### src/rtl/biss_c_frame_rx.sv
// BiSS-C master receive stage: samples SLO on each rising edge of the
// delay-compensated MA clock and parses ACK / start / CDS / position / nE / nW /
// CRC6, presenting one registered result per frame.
// Optional feature macro: BISS_RX_CRC_CHECK_EN (CRC6 check; when undefined the
// CRC bits are still consumed and crc_ok reads 1 after every frame).
module biss_c_frame_rx #(
  parameter int POS_BITS    = 26,
  parameter int ACK_TIMEOUT = 32,
  parameter int SYNC_STAGES = 2
) (
  input  logic                clk,
  input  logic                rst,
  input  logic                frame_start,
  input  logic                ma_dly,
  input  logic                slo,
  output logic [POS_BITS-1:0] position,
  output logic                err_n,
  output logic                warn_n,
  output logic                crc_ok,
  output logic                frame_valid,
  output logic                timeout_err,
  output logic                busy
);

  localparam int TW  = $clog2(ACK_TIMEOUT + 1);
  localparam int BW0 = $clog2(POS_BITS + 3);
  // The CRC phase reuses the bit counter up to 5, so keep at least 3 bits.
  localparam int BW  = (BW0 < 3) ? 3 : BW0;

  localparam logic [TW-1:0] TO_LAST  = TW'(ACK_TIMEOUT - 1);
  localparam logic [BW-1:0] NE_IDX   = BW'(POS_BITS);
  localparam logic [BW-1:0] NW_IDX   = BW'(POS_BITS + 1);
  localparam logic [BW-1:0] CRC_LAST = BW'(5);

  typedef enum logic [2:0] {
    S_IDLE,
    S_ACK,
    S_START,
    S_CDS,
    S_DATA,
    S_CRC,
    S_DONE
  } state_t;

  state_t                 r_state;
  state_t                 w_state_nxt;
  logic [SYNC_STAGES-1:0] r_slo_sync;
  logic                   r_ma_q;
  logic [BW-1:0]          r_bit_cnt;
  logic [BW-1:0]          w_bit_cnt_nxt;
  logic [TW-1:0]          r_to_cnt;
  logic [TW-1:0]          w_to_cnt_nxt;
  logic                   w_timeout;
  logic                   w_done;
  logic                   w_stb;
  logic                   w_bit;
  logic [POS_BITS-1:0]    r_pos_sh;
  logic                   r_ne;
  logic                   r_nw;

`ifdef BISS_RX_CRC_CHECK_EN
  logic [5:0]             r_crc_rx;
  logic [5:0]             r_crc_calc;

  // One serial step of CRC6, polynomial x^6+x+1.
  function automatic logic [5:0] crc6_step(input logic [5:0] c, input logic b);
    logic fb;
    fb = c[5] ^ b;
    return {c[4:0], 1'b0} ^ (fb ? 6'h03 : 6'h00);
  endfunction
`endif

  assign w_bit = r_slo_sync[SYNC_STAGES-1];
  assign w_stb = ma_dly & ~r_ma_q;
  assign busy  = (r_state != S_IDLE);

  // SLO synchronizer and MA edge-detect register (idle-high line).
  always_ff @(posedge clk) begin
    if (rst) begin
      r_slo_sync <= '1;
      r_ma_q     <= 1'b1;
    end else begin
      r_slo_sync <= {r_slo_sync[SYNC_STAGES-2:0], slo};
      r_ma_q     <= ma_dly;
    end
  end

  // FSM state and frame counters.
  always_ff @(posedge clk) begin
    if (rst) begin
      r_state   <= S_IDLE;
      r_bit_cnt <= '0;
      r_to_cnt  <= '0;
    end else begin
      r_state   <= w_state_nxt;
      r_bit_cnt <= w_bit_cnt_nxt;
      r_to_cnt  <= w_to_cnt_nxt;
    end
  end

  // Next-state logic; everything except IDLE/DONE moves only on a sample strobe.
  always_comb begin
    w_state_nxt   = r_state;
    w_bit_cnt_nxt = r_bit_cnt;
    w_to_cnt_nxt  = r_to_cnt;
    w_timeout     = 1'b0;
    w_done        = 1'b0;
    case (r_state)
      S_IDLE: begin
        if (frame_start) begin
          w_state_nxt   = S_ACK;
          w_bit_cnt_nxt = '0;
          w_to_cnt_nxt  = '0;
        end
      end
      S_ACK, S_START: begin
        if (w_stb) begin
          if ((r_state == S_ACK) && !w_bit) begin
            w_state_nxt = S_START;
          end else if ((r_state == S_START) && w_bit) begin
            w_state_nxt = S_CDS;
          end else if (r_to_cnt == TO_LAST) begin
            w_state_nxt = S_IDLE;
            w_timeout   = 1'b1;
          end else begin
            w_to_cnt_nxt = r_to_cnt + 1'b1;
          end
        end
      end
      S_CDS: begin
        if (w_stb) w_state_nxt = S_DATA;
      end
      S_DATA: begin
        if (w_stb) begin
          if (r_bit_cnt == NW_IDX) begin
            w_state_nxt   = S_CRC;
            w_bit_cnt_nxt = '0;
          end else begin
            w_bit_cnt_nxt = r_bit_cnt + 1'b1;
          end
        end
      end
      S_CRC: begin
        if (w_stb) begin
          if (r_bit_cnt == CRC_LAST) w_state_nxt = S_DONE;
          else                       w_bit_cnt_nxt = r_bit_cnt + 1'b1;
        end
      end
      S_DONE: begin
        w_done      = 1'b1;
        w_state_nxt = S_IDLE;
      end
      default: w_state_nxt = S_IDLE;
    endcase
  end

  // Receive shift registers (datapath, no reset; CRC seeded during CDS).
  always_ff @(posedge clk) begin
    if ((r_state == S_DATA) && w_stb) begin
      if (r_bit_cnt < NE_IDX)       r_pos_sh <= (r_pos_sh << 1) | POS_BITS'(w_bit);
      else if (r_bit_cnt == NE_IDX) r_ne     <= w_bit;
      else                          r_nw     <= w_bit;
    end
`ifdef BISS_RX_CRC_CHECK_EN
    if (r_state == S_CDS)                  r_crc_calc <= '0;
    else if ((r_state == S_DATA) && w_stb) r_crc_calc <= crc6_step(r_crc_calc, w_bit);
    if ((r_state == S_CRC) && w_stb)       r_crc_rx   <= {r_crc_rx[4:0], w_bit};
`endif
  end

  // Result registers: updated once per frame in DONE, held otherwise.
  always_ff @(posedge clk) begin
    if (rst) begin
      position    <= '0;
      err_n       <= 1'b1;
      warn_n      <= 1'b1;
      crc_ok      <= 1'b0;
      frame_valid <= 1'b0;
      timeout_err <= 1'b0;
    end else begin
      frame_valid <= w_done;
      timeout_err <= w_timeout;
      if (w_done) begin
        position <= r_pos_sh;
        err_n    <= r_ne;
        warn_n   <= r_nw;
`ifdef BISS_RX_CRC_CHECK_EN
        crc_ok   <= (~r_crc_rx == r_crc_calc);
`else
        crc_ok   <= 1'b1;
`endif
      end
    end
  end

endmodule

### config.mk
export PLATFORM = sky130hd
export DESIGN_NAME = biss_c_frame_rx
export DESIGN_NICKNAME = d
export VERILOG_FILES = /design/src/rtl/biss_c_frame_rx.sv
export SDC_FILE = /design/constraint.sdc
export NUM_CORES = 1
export LEC_CHECK = 0
export CAP_MARGIN = 20
export CORE_ASPECT_RATIO = 0.7
export CORE_MARGIN = 8
export CORE_UTILIZATION = 30
export CTS_CLUSTER_DIAMETER = 120
export DETAILED_ROUTE_END_ITERATION = 8
export SLEW_MARGIN = 0
export SYNTH_ARGS = -nofsm -noshare
export SYNTH_HDL_FRONTEND = slang
export SYNTH_SLANG_ARGS = --single-unit
### constraint.sdc
create_clock -name clk -period 5.58 [get_ports clk]
set_clock_uncertainty 0.1 [all_clocks]
set_input_delay 1.395 -clock clk [delete_from_list [all_inputs] [get_ports clk]]
set_output_delay 1.395 -clock clk [all_outputs]
set_load 0.005 [all_outputs]
[After elaboration in Yosys (flattened, before gate mapping)]
Index checks and enable logic that the tools add are counted.
Cells by class
  $add $sub $neg: 2
  magnitude comparators: 1
  eq/ne operators: 22
  multiplexer cells: 25
  bitwise gates (word level): 7
  reduce and logical (&&, ||, !) cells: 16
Operators with widths (number)
  two-way mux 3 bit: 10
  two-way mux 6 bit: 5
  OR 26 x 1 -> 26 bit: 1
  two-way mux 5 bit: 5
  inequality test 2 bit (second input constant): 11
  one-hot mux 3 bit (5 select lines): 1
  one-hot mux 5 bit (3 select lines): 1
  one-hot mux 6 bit (2 select lines): 1
  equality test 5 bit (second input constant): 2
  equality test 3 bit (second input constant): 3
  AND reduction 8 bit: 1
  adder 6 x 1 -> 6 bit (second input constant): 1
  equality test 3 x 2 -> 1 bit (second input constant): 2
  equality test 6 x 5 -> 1 bit (second input constant): 1
  AND reduction 3 bit: 2
  AND reduction 6 bit: 1
  nonzero test 3 bit: 2
  adder 5 x 1 -> 5 bit (second input constant): 1
  equality test 5 x 3 -> 1 bit (second input constant): 1
  less-than comparator 5 bit (second input constant): 1
  inverter 1 bit: 5
  AND reduction 5 bit: 1
  OR reduction 5 bit: 1
  inequality test 4 bit (second input constant): 1
  other kinds (9): 12
Word-level totals
  flip-flop bits (word level): 76
  bits of input ports: 5
  output and inout bits: 32
  logic and storage cells: 87

[Depth between registers and ports, before layout]
  depth in word-level cells: 6
  depth in mapped cells: 7
  depth with buffers taken out: 7

[Least setup slack after synthesis]
Ideal clock, no wire load.
  kind: input -> register
  start point: input port ma_dly
  end point: register r_pos_sh[0], enable pin
  setup time: 475 ps
  arrival: 4091 ps
  data required time: 5005 ps
  path slack: 914 ps
  stages on the path: 2
  path through: nand2b_1 > nor4_1
Between the ends
  word-level cells in the longest chain between the ends: 3
RTL lines
  start, declared: RTL line 14  | input logic ma_dly,
  bitwise AND 1 bit: RTL line 74  | assign w_stb = ma_dly & ~r_ma_q;
  logical AND 1 bit: RTL line 159  | if ((r_state == S_DATA) && w_stb) begin
  AND reduction 2 bit (no line)
  end signal, assigned: RTL line 160  | if (r_bit_cnt < NE_IDX) r_pos_sh <= (r_pos_sh << 1) | POS_BITS'(w_bit);
  end, declared: RTL line 57  | logic [POS_BITS-1:0] r_pos_sh;
No other way between the ends.
A chain may end at the register's enable or synchronous reset.

[Final worst setup path]
  start point: register r_state[0]
  end point: output port busy
Between the ends
  word-level cells in the longest chain between the ends: 1
RTL lines
  start, declared: RTL line 45  | state_t r_state;
  start signal, assigned: RTL line 95  | r_state <= w_state_nxt;
  nonzero test 3 bit: RTL line 75  | assign busy = (r_state != S_IDLE);
  end, declared: RTL line 22  | output logic busy
No other way between the ends.

==> results_dict.tcl <==
set metrics [dict create \
    worst_pin_slew_ns 0.907 \
    period_minus_slack_ns 3.20 \
    dieArea_sq_um 13200 \
    io_pins 37 \
    final.setup.tns_ns 0 \
    critical-path-slowest-cell "dfxtp_1" \
    wirelength_mm 6.19 \
    dp_cells 435 \
    place_ws_ns 2.08 \
    synth_top_flop_cell "dfxtp_1" \
    overflow 0 \
    synth-async-reset-ratio_pct 0 \
    dpl.hpwl_mm 3.87 \
    p_leak_uw 0.00123 \
    diodes 0 \
    crit_path_max_incr_delay_ns 0.69 \
    status "finished clean" \
    path_max_fanout 17 \
    fin_cells 452 \
    drt_first_pass_iters 4 \
    vdd.ir_drop.worst_mv 0.169 \
    worstSetupStartpointType "flop" \
    rows 30 \
    synth_area_sq_um 2920 \
    fin_crit_sh_pct 57.3 \
    setup_violations 0 \
    path_cells "or3_1, clkdlybuf4s50_1" \
    cts-hold-fix-buffers 0 \
    area_delta_synth_final_pct 28.3 \
    portBuffers 36 \
    postRouteAntennaNets 0 \
    multi_input_area_sq_um 1040 \
    cts-root-buf "clkbuf_16" \
    finalWorstSetupSlack_ns 2.38 \
    power_density_nw_per_um2 355 \
    yosysUniqueCellTypes 42 \
    syn-num-nets 294 \
    antenna_found_initial 0 \
    drc 0 \
    hp-class "reg -> reg" \
    ys_seq_area_share_pct 61.8 \
    drt-initial-drc-count 149 \
    cts.clk_slew.worst_paths_ns 0.06 \
    vias 2122 \
    cts_setup_buffers 0 \
    cp.required_ns 4.09 \
    synth_edf_count 28 \
    hold_violations 0 \
    path_class "reg -> out" \
    timing.fmax_mhz 313 \
    netlist_instances 285 \
    endpoint_kind "output port" \
    wl_per_cell_um 13.7 \
    rsz0062_at_grt "false" \
    cts_buffers 9 \
    die_h_um 98.5 \
    cts_resized 0 \
    fill_cells 964 \
    maxSlewHeadroom_pct 39.5 \
    cts_tree "done" \
    coreArea_sq_um 9570 \
    ff_latch_area_sq_um 1800 \
    start_util_pct 30.5 \
    cp.arrival_ns 1.70 \
    clockBufferDepth 2 \
    ys_ff_latch 76 \
    grt_pass1_vias 2146 \
    avgSynthCellArea_sq_um 10.2 \
    htreeDepth 3 \
    die_w_um 134 \
    slew_violations 0 \
    gp_congestion 0.797 \
    maxCapViolCount 0 \
    via_per_inst 4.69 \
    grt_pass1_wl_mm 10.6 \
    synth_warnings 0 \
    cts.sinks 76 \
    grt_max_degree 51 \
    grtUsageTotal_pct 9.99 \
    drive_gt1_share_pct 8.95 \
    finalNetCount 328 \
    clock_latency_ns 0.33 \
]
per-layer routing:
layer	track usage (%)	vias to the layer above	share of wire, %
li1	-	1068	-
met1	11.9	1000	47
met2	15.6	43	45
met3	4.73	11	6.9
met4	3.10	0	1.1
met5	0	-	0
worst max-delay path: cells and delay by family, from the launching register on:
family / cells / cell delay (ns)
flip-flops: 1 / 0.69
buffers and inverters: 1 / 0.49
AND/OR/NAND/NOR: 1 / 0.19
placed cells by master, fill, tap and decap left out, types with 3 or more instances in the layout:
| master | n |
|---|---|
| clkdlybuf4s50_1 | 35 |
| nor2b_1 | 4 |
| inv_1 | 5 |
| a311oi_1 | 4 |
| nor2_1 | 17 |
| nand3b_1 | 3 |
| dfxtp_1 | 48 |
| mux2i_1 | 4 |
| or3_1 | 5 |
| nor3_1 | 4 |
| edfxtp_1 | 28 |
| nand3_1 | 5 |
| and3_1 | 3 |
| nand2b_1 | 5 |
| clkinvlp_4 | 3 |
| clkbuf_16 | 9 |
| a21oi_1 | 32 |
| a41oi_1 | 3 |
| ha_1 | 4 |
| or2_2 | 4 |
| nand2_1 | 66 |
final cells by class:
cell class | count | share of cell area [%]
clock buffer | 10 | 6.39
sequential | 76 | 48.2
tap | 128 | 4.28
timing repair buffer | 39 | 10.6
clock inverter | 6 | 2.34
multi-input combinational | 188 | 27.7
inverter | 5 | 0.502
logic make-up after synthesis:
logic type                 count (synthesis)  synth area share [%]
AOI/OAI and AO/OA                         54                  11.8
xor gates and xnor gates                   1                 0.300
adders and majority gates                  4                  1.72
buffers and inverters                     21                  3.09
DFF                                       76                  61.8
muxes                                      4                  1.37
and+or+nand+nor                          125                  19.9
flip-flops by register name, summed over array words and instances, names as in the netlist, 2 cells and up:
register / count
r_to_cnt: 6
position: 26
r_bit_cnt: 5
r_state: 3
r_pos_sh: 26
r_slo_sync: 2
stage by stage:
stage | area (sq um) | utilization, % | hold slack [ns] | power, uW
after detailed placement | 3390 | 35.4 | 0.294 | 721
after floorplan | 2920 | - | 0.289 | 698
final | 3740 | 39.1 | 0.308 | 1330
after global routing | 3740 | 39.1 | 0.348 | 1390
after CTS | 3710 | 38.8 | 0.308 | 1350
after global placement | 3390 | 35.4 | 0.290 | 718
power breakdown:
part | internal [uW] | switching, uW | total [uW]
Clock | 402 | 217 | 620
Combinational | 52.8 | 59.1 | 112
Sequential | 578 | 19.6 | 597
Total | 1030 | 296 | 1330
cell usage after synthesis (all sizes together), types with 2 or more instances:
cell type	count	area share, %
edfxtp	28	29
a41oi	3	0.90
nand2	66	8.5
nand2b	5	1.1
dfxtp	48	33
inv	5	0.64
o32ai	2	0.86
a21oi	32	5.5
or2	5	1.2
or3	5	1.1
clkbuf	11	1.4
nor2	17	2.2
mux2i	4	1.4
nor4	2	0.43
and3	3	0.64
ha	4	1.7
nor4b	2	0.60
nand3	5	0.86
nand3b	3	0.77
nor2b	4	0.86
o21ai	2	0.34
a31oi	2	0.43
nor3	5	0.86
buf	5	1.0
a311oi	4	1.2
final timing paths:
kind	from	endpoint	slack [ns]	cells past startpoint
setup / recovery	r_state[0]	busy	2.38	2
hold / removal	r_slo_sync[0]	r_slo_sync[1]	0.31	1
setup reg to reg	r_bit_cnt[1]	r_state[2]	3.27	6
hold reg to reg	r_slo_sync[0]	r_slo_sync[1]	0.31	1
Note: power is estimated with default switching activity, not from simulation.
